===== config.mk =====
export PLATFORM = sky130hd
export DESIGN_NAME = score_digit_renderer
export DESIGN_NICKNAME = d
export VERILOG_FILES = /design/src/rtl/score_digit_renderer.sv
export SDC_FILE = /design/constraint.sdc
export NUM_CORES = 1
export LEC_CHECK = 0
export CAP_MARGIN = 40
export CORE_MARGIN = 5
export CORE_UTILIZATION = 65
export DETAILED_ROUTE_END_ITERATION = 10
export DONT_BUFFER_PORTS = 1
export PLACE_DENSITY = 0.81
export SETUP_SLACK_MARGIN = 0.3
export SKIP_CTS_REPAIR_TIMING = 1
export SYNTH_ARGS = -nofsm -noshare
export SYNTH_HDL_FRONTEND = slang
export SYNTH_SLANG_ARGS = --single-unit

===== constraint.sdc =====
create_clock -name clk -period 4.9 [get_ports clk]
set_clock_uncertainty 0.1 [all_clocks]
set_input_delay 0.49 -clock clk [delete_from_list [all_inputs] [get_ports clk]]
set_output_delay 0.49 -clock clk [all_outputs]
set_load 0.01 [all_outputs]

===== src/rtl/score_digit_renderer.sv =====
// Score overlay: per-frame BCD conversion of the score plus a two-stage sprite lookup pipeline.
// Optional: define SCORE_LEADING_ZERO_BLANK_EN to blank the tens digit when it is zero.
module score_digit_renderer #(
  parameter int X0     = 300,
  parameter int Y0     = 20,
  parameter int WIDTH  = 11,
  parameter int HEIGHT = 16,
  parameter int GAP    = 4
) (
  input  logic       clk,
  input  logic       reset_n,
  input  logic [9:0] pixel_row,
  input  logic [9:0] pixel_col,
  input  logic       frame_start,
  input  logic [6:0] score,
  output logic [9:0] sprite_row,
  output logic [9:0] sprite_col,
  output logic [3:0] sprite_sel,
  input  logic [2:0] sprite_rgb,
  output logic [2:0] rgb,
  output logic       busy
);

  localparam logic [9:0] TENS_X0 = 10'(X0);
  localparam logic [9:0] TENS_X1 = 10'(X0 + WIDTH);
  localparam logic [9:0] ONES_X0 = 10'(X0 + WIDTH + GAP);
  localparam logic [9:0] ONES_X1 = 10'(X0 + 2*WIDTH + GAP);
  localparam logic [9:0] BOX_Y0  = 10'(Y0);
  localparam logic [9:0] BOX_Y1  = 10'(Y0 + HEIGHT);

  typedef enum logic [1:0] {IDLE, CONVERT, COMMIT} state_t;

  state_t     state, state_nxt;
  logic [6:0] w, w_nxt;
  logic [3:0] t, t_nxt;
  logic [3:0] shown_tens, shown_ones;
  logic       commit;

  // Repeated subtraction: at most 9 iterations since w is clamped to 99.
  always_comb begin
    state_nxt = state;
    w_nxt     = w;
    t_nxt     = t;
    commit    = 1'b0;
    case (state)
      IDLE: ;
      CONVERT: begin
        if (w >= 7'd10) begin
          w_nxt = w - 7'd10;
          t_nxt = t + 4'd1;
        end else begin
          state_nxt = COMMIT;
        end
      end
      COMMIT: begin
        commit    = 1'b1;
        state_nxt = IDLE;
      end
      default: state_nxt = IDLE;
    endcase
    // A new frame always restarts from the live score and abandons any pending commit.
    if (frame_start) begin
      state_nxt = CONVERT;
      w_nxt     = (score > 7'd99) ? 7'd99 : score;
      t_nxt     = 4'd0;
      commit    = 1'b0;
    end
  end

  always_ff @(posedge clk or negedge reset_n) begin
    if (!reset_n) begin
      state      <= IDLE;
      w          <= '0;
      t          <= '0;
      shown_tens <= '0;
      shown_ones <= '0;
    end else begin
      state <= state_nxt;
      w     <= w_nxt;
      t     <= t_nxt;
      if (commit) begin
        shown_tens <= t;
        shown_ones <= w[3:0];
      end
    end
  end

  assign busy = (state == CONVERT);

  logic       in_rows, in_tens, in_ones, tens_vis, hit_d, hit;
  logic [9:0] row_d, col_d;
  logic [3:0] sel_d;

  assign in_rows = (pixel_row >= BOX_Y0) && (pixel_row < BOX_Y1);
  assign in_tens = in_rows && (pixel_col >= TENS_X0) && (pixel_col < TENS_X1);
  assign in_ones = in_rows && (pixel_col >= ONES_X0) && (pixel_col < ONES_X1);

`ifdef SCORE_LEADING_ZERO_BLANK_EN
  assign tens_vis = in_tens && (shown_tens != 4'd0);
`else
  assign tens_vis = in_tens;
`endif

  always_comb begin
    hit_d = 1'b0;
    row_d = '0;
    col_d = '0;
    sel_d = '0;
    if (tens_vis) begin
      hit_d = 1'b1;
      row_d = pixel_row - BOX_Y0;
      col_d = pixel_col - TENS_X0;
      sel_d = shown_tens;
    end else if (in_ones) begin
      hit_d = 1'b1;
      row_d = pixel_row - BOX_Y0;
      col_d = pixel_col - ONES_X0;
      sel_d = shown_ones;
    end
  end

  always_ff @(posedge clk or negedge reset_n) begin
    if (!reset_n) begin
      sprite_row <= '0;
      sprite_col <= '0;
      sprite_sel <= '0;
      hit        <= 1'b0;
      rgb        <= '0;
    end else begin
      sprite_row <= row_d;
      sprite_col <= col_d;
      sprite_sel <= sel_d;
      hit        <= hit_d;
      rgb        <= hit ? sprite_rgb : 3'b000;
    end
  end

endmodule

==> impl_metrics.py, run 1 <==
metrics = {
    "synth": {
        "seq_area_frac_synth_pct": 51.2,
        "yosys-top-cells-area": "dfrtp_1 51%, mux2_2 4.7%, ha_1 4.2%",
        "synth_top_area_share_pct": 51.2,
        "synthTopCellsByCount": "49 x dfrtp_1, 20 x nor2_1, 15 x nand2_1, 14 x a21oi_1, 13 x inv_1",
        "async_reset_ff_share_pct": 100,
        "avgSynthCellArea_um2": 10.9,
        "synth_top_cell_by_area": "dfrtp_1",
        "ys_seq_elements": 49,
        "synthCells": 219,
        "synth_flop_cell": "dfrtp_1",
        "syn_nets": 260,
        "yosys_warnings": 0,
        "synthesis.area_um2": 2400,
        "synth.most_common_cell": "dfrtp_1",
        "synthDistinctLibCells": 51,
        "synth_edf_count": 0,
    },
    "worst_setup_path": {
        "cp_max_fo": 11,
        "cp_top_family": "compound AO/OA/AOI/OAI gates",
        "crit_cells": 6,
        "cpPeakStageDelay_ns": 0.71,
        "r2r_end": "w[2]",
        "crit_path_start_kind": "primary input",
        "criticalPathCategory": "in2reg",
        "worst-path-buf-inv": 1,
        "crit_arrival_ns": 2.36,
        "cp-endpoint": "sprite_col[7]",
        "path_cells": "inv_1 -> ha_1 -> a21oi_1 -> o2111ai_1 -> o211ai_2 -> a2111oi_1",
        "end_kind": "flop",
        "reg2reg_slack_ns": 2.74,
        "slowest_stage": "o2111ai_1",
        "required_ns": 4.95,
        "crit_start": "pixel_col[3]",
        "rr_worst_depth": 6,
        "r2r_start": "w[1]",
    },
    "floorplanning": {
        "die_area_um2": 5000,
        "die_h_um": 70.7,
        "io_pins": 61,
        "core_area_um2": 3610,
        "initial_core_util_pct": 66.4,
        "dieWidth_um": 70.7,
        "rows": 22,
    },
    "clock_network": {
        "clock-root-buffer": "clkbuf_8",
        "worstSkewPairLatency_ns": 0.30,
        "htreeDepth": 2,
        "cts_tree": "yes",
        "clk_pin_slew_ns": 0.09,
        "cts_max_path_buffers": 2,
        "cts_sinks": 49,
        "cts_buffers": 5,
    },
    "power": {
        "p_per_area_nw_per_um2": 429,
        "p_int_uw": 755,
        "pwr-share-seq_pct": 47.1,
        "combinationalPowerShare_pct": 26.1,
        "swShare_pct": 31.1,
        "p_sw_uw": 342,
        "ir_drop_v": 0.000233,
        "power.leakage_nw": 1.15,
        "clockPowerShare_pct": 26.8,
    },
    "layout": {
        "nets": 261,
        "diodes": 0,
        "syn_to_final_growth_pct": 6.79,
        "drive_gt1_share_pct": 14.5,
        "fill_cells": 265,
    },
    "global_routing": {
        "grt_usage_pct": 20.4,
        "grt_pass1_wl_um": 8030,
        "grt-ovfl-total": 0,
        "grt_max_degree": 50,
        "grt_pass1_vias": 1709,
        "antenna_found_initial": 0,
    },
    "place": {
        "pre_cts_ws_ns": 2.32,
        "gp_congestion": 0.882,
        "dp_hpwl_um": 3660,
        "portBuffers": 0,
    },
    "outcome": {
        "status": "complete, no violations",
    },
    "drt": {
        "firstDrtPassIters": 4,
        "drt-initial-drc-count": 148,
        "drc": 0,
        "wirelength_um": 4890,
        "routed_via_density": 6.27,
        "wl_per_cell_um": 18.2,
        "num_vias": 1686,
        "antenna_left": 0,
    },
    "worst_hold_path": {
        "hold_path.class": "in2reg",
    },
    "timing": {
        "hold_viol_final": 0,
        "setup_tns_ns": 0,
        "setup_viol": 0,
        "rsz0062_at_grt": "no",
        "worst_slack_ns": 2.59,
        "maxSlewViolCount": 0,
        "slew_headroom_pct": 42.6,
        "finalCritPeriodShare_pct": 47.2,
        "worstMarginPinSlew_ns": 0.860,
        "fmax_mhz": 433,
        "min_period_ns": 2.31,
    },
    "job": {
        "cap_violations": 0,
    },
}
==> state kept, by name (all words and copies together) (netlist names) <==
| signal | cells |
|---|---|
| t | 4 |
| hit | 1 |
| shown_tens | 4 |
| sprite_col | 10 |
| w | 7 |
| sprite_row | 10 |
| state | 2 |
| rgb | 3 |
| sprite_sel | 4 |
| shown_ones | 4 |
==> power by group through the flow <==
stage                     clock [mW]  sequential [mW]  combinational [mW]
final                          0.294            0.516               0.286
after global routing           0.324            0.524               0.315
after CTS                      0.298            0.515               0.274
after detailed placement           0            0.522               0.272
after global placement             0            0.520               0.253
after floorplan                    0            0.507               0.234
==> routing by layer <==
layer	routed length, µm	GRT usage, %	vias to the layer above	share of wire (%)
met2	2590	35.9	77	53
met1	1780	22.4	822	36
li1	-	-	775	-
met4	83	7.10	0	1.7
met5	0	0	-	0
met3	437	7.95	12	8.9
==> through the flow <==
step	utilization, %	area, µm²	std cells	hold WS [ns]	power [mW]
floorplan	-	2400	219	0.0944	0.741
global placement	66.5	2400	258	0.0955	0.773
detailed placement	66.7	2400	259	0.0957	0.795
CTS	69.9	2520	267	-0.239	1.09
global route	71.0	2560	269	0.121	1.16
finish	71.0	2560	269	0.137	1.10
==> how the worst min path moves through the flow <==
stage | start | endpoint | slack, ns | depth (start not counted)
after floorplan | reset_n | hit | 0.09 | 0
after global placement | reset_n | w[5] | 0.1 | 0
after detailed placement | reset_n | state[0] | 0.1 | 0
after CTS | reset_n | sprite_row[4] | -0.24 | 0
after global routing | pixel_row[2] | sprite_row[2] | 0.12 | 1
final | pixel_row[2] | sprite_row[2] | 0.14 | 1
==> cell families after synthesis <==
group                    synth area share (%)
AO/OA/AOI/OAI                            14.3
XOR/XNOR                                 4.39
adder cells (fa/ha/maj)                  4.18
buffers and inverters                    4.49
flip-flops                               51.2
multiplexers                             5.12
AND/OR/NAND/NOR                          16.3
==> worst register-to-register path, stage by stage (launching register included) <==
cell	delay [ns]
dfrtp_1	0.41
inv_1	0.09
ha_1	0.23
nand2b_1	0.21
a31oi_2	0.52
mux2_2	0.39
o21ai_0	0.14
==> cells in the final DEF, fill, tap and decap left out, drive strengths merged, types with 3 or more instances in the layout <==
cell | synthesis | final
clkbuf | 4 | 5
a2111oi | 5 | 5
mux2 | 10 | 10
nand2 | 15 | 15
nand2b | 4 | 4
nor2 | 21 | 21
nor3 | 5 | 5
and2 | 3 | 3
ha | 8 | 8
o21ai | 10 | 10
inv | 13 | 15
nand3 | 9 | 9
xnor2 | 7 | 7
dfrtp | 49 | 49
xor2 | 5 | 5
a21oi | 14 | 14
==> cell type report <==
type	count	area, µm²	share of cell area, %
repair buffers	3	45.0	1.76
flip-flops and latches	49	1230	47.9
inverters	13	48.8	1.91
clock buffers	5	68.8	2.69
multi-input cells	148	1060	41.5
well taps	48	60.1	2.35
clock inverters	3	47.5	1.86
No activity file was read; power rests on OpenSTA's default activity.
==> run 2: changes to the inputs <==
Settings changed: ABC_AREA from default to 1, CORE_UTILIZATION 65 to 62, PLACE_DENSITY 0.81 to 0.78.
Clock period 4.9 ns to 2.35 ns, I/O delays scaled along.
==> impl_metrics.py, run 2 <==
metrics = {
    "synth": {
        "synthMuxAreaShare_pct": 0,
        "synthCells": 289,
        "synth_top_family_by_area": "simple AND/OR/NAND/NOR gates",
        "synthesis.area_um2": 2440,
        "yosys-top-cells-area": "dfrtp_1 50%, nand2_1 8.8%, inv_1 6.3%",
        "async_reset_ff_share_pct": 100,
        "avgSynthCellArea_um2": 8.46,
        "synth.most_common_cell": "nand2_1",
        "synth_compound_area_share_pct": 9.06,
        "syn_nets": 330,
        "seq_area_frac_synth_pct": 50.2,
        "synth_simple_gate_area_share_pct": 25.7,
        "synthDistinctLibCells": 29,
        "ys_seq_elements": 49,
        "synth_flop_cell": "dfrtp_1",
        "synth_top_area_share_pct": 50.2,
        "synth_edf_count": 0,
        "synth_fa_ha_area_share_pct": 4.10,
        "synthXorXnorAreaFrac_pct": 3.23,
        "synthTopCellsByCount": "57 x nand2_1, 49 x dfrtp_1, 41 x inv_1, 28 x nor2_1",
        "synth_top_cell_by_area": "dfrtp_1",
        "yosys_warnings": 0,
    },
    "layout": {
        "mostFrequentLayoutCell": "nand2_1",
        "drive_gt1_share_pct": 8.25,
        "final_core_util_pct": 72.6,
        "largestRegisters": "sprite_col (10), sprite_row (10), w (7)",
        "stdcell_area_um2": 2720,
        "final_cell_mix": "56 x nand2_1, 49 x dfrtp_1, 41 x inv_1, 28 x nor2_1",
        "syn_to_final_growth_pct": 11.3,
        "fill_cells": 306,
        "layout.area.seq_um2": 1230,
        "diodes": 0,
        "multi_input_comb_area_um2": 1040,
        "nets": 344,
    },
    "worst_setup_path": {
        "crit_arrival_ns": 1.86,
        "r2r_start": "w[1]",
        "crit_top_cell": "inv_1",
        "end_kind": "flop",
        "path_cells": "inv_1 -> ha_1 -> inv_1 -> nand3_1 -> nand3_1 -> nand2_1 -> nand2_4 -> inv_1 -> nand2_1 -> o211ai_1",
        "criticalPathCategory": "reg2reg",
        "slowest_stage": "dfrtp_1",
        "cp_max_fo": 14,
        "crit_start": "w[1]",
        "required_ns": 2.42,
        "cpPeakStageDelay_ns": 0.41,
        "crit_path_start_kind": "flop",
    },
    "floorplanning": {
        "initial_core_util_pct": 65.3,
        "die_h_um": 72.8,
        "rows": 22,
        "io_pins": 61,
        "die_area_um2": 5300,
        "dieWidth_um": 72.8,
        "core_area_um2": 3740,
    },
    "timing": {
        "setup_tns_ns": 0,
        "worst_slack_ns": 0.564,
        "slew_headroom_pct": 66.1,
        "min_period_ns": 1.79,
        "setup_viol": 0,
        "fmax_mhz": 560,
        "worstMarginPinSlew_ns": 0.507,
        "rsz0062_at_grt": "no",
        "finalCritPeriodShare_pct": 76.0,
        "maxSlewViolCount": 0,
        "hold_viol_final": 0,
    },
    "place": {
        "placed_area_um2": 2480,
        "pre_cts_ws_ns": 0.400,
        "gp_congestion": 0.825,
        "dp_hpwl_um": 3400,
        "portBuffers": 0,
    },
    "worst_hold_path": {
        "hold_path.class": "in2reg",
        "holdCritStartpoint": "score[0]",
    },
    "drt": {
        "routed_via_density": 5.35,
        "antenna_left": 0,
        "drt-initial-drc-count": 138,
        "wirelength_um": 4900,
        "firstDrtPassIters": 4,
        "drc": 0,
        "num_vias": 1877,
        "wl_per_cell_um": 13.9,
    },
    "global_routing": {
        "grt_pass1_wl_um": 7970,
        "antenna_found_initial": 0,
        "grt-ovfl-total": 0,
        "grt_pass1_vias": 1784,
        "grt_usage_pct": 19.4,
        "grt_max_degree": 50,
    },
    "outcome": {
        "status": "complete, no violations",
    },
    "power": {
        "p_per_area_nw_per_um2": 794,
        "power.leakage_nw": 1.44,
        "ir_drop_v": 0.000588,
        "power_mw": 2.16,
    },
    "job": {
        "cap_violations": 0,
    },
    "clock_network": {
        "cts_max_path_buffers": 2,
        "htreeDepth": 2,
        "cts_buffers": 5,
        "clk_pin_slew_ns": 0.08,
        "worstSkewPairLatency_ns": 0.29,
        "clock-root-buffer": "clkbuf_8",
        "cts_tree": "yes",
        "cts_sinks": 49,
    },
}
run 2: cell count changes after synthesis, moves of 5 or more:
cell | before | now
xnor2_1 | 7 | 0
nor2_2 | 0 | 5
a21oi_1 | 14 | 7
nand2_1 | 15 | 57
mux2_2 | 10 | 0
nor2_1 | 20 | 28
inv_1 | 13 | 41
nand3_1 | 9 | 27
o21ai_0 | 9 | 27
run 2: layout make-up:
cell class,count,area share [%]
Sequential cell,49,45.1
Multi-Input combinational cell,192,38.1
Inverter,44,6.07
Timing Repair Buffer,11,4.69
Clock buffer,5,2.53
Tap cell,48,2.21
Clock inverter,2,1.29
run 2: cells by family (layout without fill, tap and decap cells):
kind of cell               count (synthesis)  count (layout)
DFF                                       49              49
buffers and inverters                     48              62
xor gates and xnor gates                   9               9
and+or+nand+nor                          133             133
adders and majority gates                  8               8
AOI/OAI and AO/OA                         42              42
run 2: stage by stage:
stage          std cells  hold WS [ns]
6_report             351       0.00106
5_1_grt              351       0.00548
4_1_cts              340        -0.485
3_5_place_dp         333        -0.159
3_3_place_gp         333        -0.159
2_1_floorplan        289        -0.161
run 2: critical path: cells and delay by family, from the launching register on:
kind	cells	cell delay, ns
AOI/OAI and AO/OA	1	0.09
adders and majority gates	1	0.20
buffers and inverters	3	0.29
DFF	1	0.41
and+or+nand+nor	5	0.59
run 2: worst paths after layout:
check,to,slack [ns],cells past startpoint
worst max register to register,w[6],0.56,10
worst max-delay path,w[6],0.56,10
min in group asynchronous,sprite_col[4],0.35,2
max in group asynchronous,sprite_col[2],1.58,2
worst min-delay path,w[0],0.001,2
worst min register to register,state[1],0.37,1
run 2: report_power, final:
group	total (mW)	leakage (nW)	internal (mW)	switching, mW
clock network	0.567	0.0540	0.309	0.258
logic	0.533	0.721	0.189	0.344
registers	1.06	0.661	0.967	0.0902
run 2: routing by layer:
layer  vias up  track usage (%)  part of all wire (%)
met1       854             24.6                    42
met4         0             7.38                   1.6
met5         -                0                     0
li1        947                -                     -
met3         8             7.16                   9.0
met2        68             30.3                    47
==> run 3: changes to the inputs <==
Settings changed: CORE_UTILIZATION 62 to 56, PLACE_DENSITY 0.78 to 0.74.
Clock period 2.35 ns to 1.6 ns, I/O delays scaled along.
==> impl_metrics.py, run 3 (synthesized netlist as in run 2, its figures left out) <==
metrics = {
    "place": {
        "portBuffers": 0,
        "gp_congestion": 0.872,
        "dp_hpwl_um": 3700,
        "placed_area_um2": 2640,
        "dp_cells": 344,
    },
    "drt": {
        "routed_via_density": 5.30,
        "wl_per_cell_um": 14.0,
        "antenna_left": 0,
        "drt-initial-drc-count": 62,
        "num_vias": 1966,
        "drc": 0,
        "wirelength_um": 5210,
        "firstDrtPassIters": 4,
    },
    "power": {
        "swShare_pct": 36.6,
        "clockPowerShare_pct": 21.0,
        "p_per_area_nw_per_um2": 1200,
        "ir_drop_v": 0.00114,
        "p_int_mw": 2.31,
        "p_sw_mw": 1.33,
        "power_mw": 3.64,
        "combinationalPowerShare_pct": 35.0,
        "pwr-share-seq_pct": 44.0,
        "power.leakage_nw": 1.51,
    },
    "timing": {
        "hold_viol_final": 59,
        "maxSlewViolCount": 0,
        "slew_headroom_pct": 77.6,
        "worstMarginPinSlew_ns": 0.333,
        "rsz0062_at_grt": "yes",
        "min_period_ns": 1.48,
        "whs_ns": -0.571,
        "finalCritPeriodShare_pct": 92.4,
        "setup_viol": 0,
        "fmax_mhz": 676,
        "setup_tns_ns": 0,
    },
    "job": {
        "cap_violations": 0,
    },
    "layout": {
        "largestRegisters": "sprite_col (10), sprite_row (10), w (7)",
        "syn_to_final_growth_pct": 24.1,
        "nets": 359,
        "instances_no_fill": 371,
        "diodes": 0,
        "fill_cells": 350,
        "multi_input_comb_area_um2": 1210,
        "mostFrequentLayoutCell": "nand2_1",
        "final_cell_mix": "50 x nand2_1, 48 x dfrtp_1, 34 x inv_1, 24 x nor2_1, 18 x nand3_1",
        "drive_gt1_share_pct": 23.2,
        "layout.area.seq_um2": 1230,
        "stdcell_area_um2": 3030,
        "final_core_util_pct": 70.6,
    },
    "floorplanning": {
        "initial_core_util_pct": 56.9,
        "dieWidth_um": 76.1,
        "io_pins": 61,
        "die_area_um2": 5780,
        "rows": 24,
        "core_area_um2": 4290,
        "die_h_um": 76.1,
    },
    "worst_setup_path": {
        "end_kind": "flop",
        "cp_max_fo": 5,
        "crit_arrival_ns": 1.57,
        "crit_path_start_kind": "flop",
        "required_ns": 1.69,
        "criticalPathCategory": "reg2reg",
    },
    "clock_network": {
        "cts_buffers": 5,
        "cts_tree": "yes",
        "clock-root-buffer": "clkbuf_8",
        "clk_pin_slew_ns": 0.11,
        "worstSkewPairLatency_ns": 0.31,
        "cts_sinks": 49,
        "cts_max_path_buffers": 2,
        "htreeDepth": 2,
    },
    "global_routing": {
        "grt-ovfl-total": 0,
        "grt_pass1_wl_um": 8360,
        "grt_usage_pct": 17.4,
        "antenna_found_initial": 0,
        "grt_max_degree": 50,
        "grt_pass1_vias": 1775,
    },
    "outcome": {
        "status": "finished, violations left",
        "violations": "negative hold slack",
    },
    "worst_hold_path": {
        "hold_path.class": "in2async",
    },
}
run 3: cell count changes in the layout (fill, tap and decap cells not counted), sizes merged:
| cell | previous run | this run |
|---|---|---|
| buf | 1 | 9 |
| bufinv | 1 | 0 |
| clkinv | 1 | 0 |
| clkinvlp | 0 | 1 |
| dlygate4sd3 | 10 | 16 |
| inv | 44 | 46 |
| nor2 | 35 | 36 |
run 3: final cells by class:
cell class	instances	share of cell area, %
Clock buffer	5	2.27
Clock inverter	3	0.825
Inverter	44	6.03
Multi-Input combinational cell	193	40.0
Sequential cell	49	40.5
Tap cell	52	2.15
Timing Repair Buffer	25	8.30
run 3: metal layers:
metal | up-vias | global-route usage (%) | wire (µm)
li1 | 981 | - | -
met1 | 925 | 22.4 | 2210
met2 | 51 | 27.7 | 2580
met3 | 9 | 4.96 | 322
met4 | 0 | 6.82 | 91
met5 | - | 0 | 0
run 3: stage by stage:
step | worst slack (ns) | hold WS (ns)
2_1_floorplan | 0.215 | -0.236
3_3_place_gp | 0.100 | -0.234
3_5_place_dp | 0.0768 | -0.234
4_1_cts | 0.0632 | -0.570
5_1_grt | 0.0488 | -0.582
6_report | 0.121 | -0.571
run 3: path summary, 6_finish.rpt:
| kind | slack (ns) | depth (start not counted) | startpoint | to |
|---|---|---|---|---|
| max | 0.12 | 10 | w[1] | w[4] |
| min | -0.57 | 0 | reset_n | sprite_col[8] |
| max reg2reg | 0.12 | 10 | w[1] | w[4] |
| min reg2reg | 0.41 | 2 | shown_tens[3] | shown_tens[3] |
| max in group asynchronous | 1.86 | 0 | reset_n | state[1] |
| min in group clk | -0.19 | 1 | frame_start | t[3] |
run 3: power by group through the flow:
| stage | clock [mW] | combinational [mW] | sequential, mW |
|---|---|---|---|
| after floorplan | 0 | 0.688 | 1.55 |
| after global placement | 0 | 0.874 | 1.58 |
| after detailed placement | 0 | 0.896 | 1.59 |
| after CTS | 0.778 | 0.901 | 1.57 |
| after global routing | 0.842 | 1.43 | 1.63 |
| final | 0.765 | 1.27 | 1.60 |
run 3: worst max-delay path, cell delays in order (launching register included):
cell and delay [ns]:
dfrtp_1 0.44, inv_2 0.10, ha_4 0.14, inv_4 0.04, nand3_4 0.05, nand3_4 0.09, nand2_4 0.09, nand2_4 0.07
buf_6 0.13, nand2_2 0.06, o21ai_2 0.05
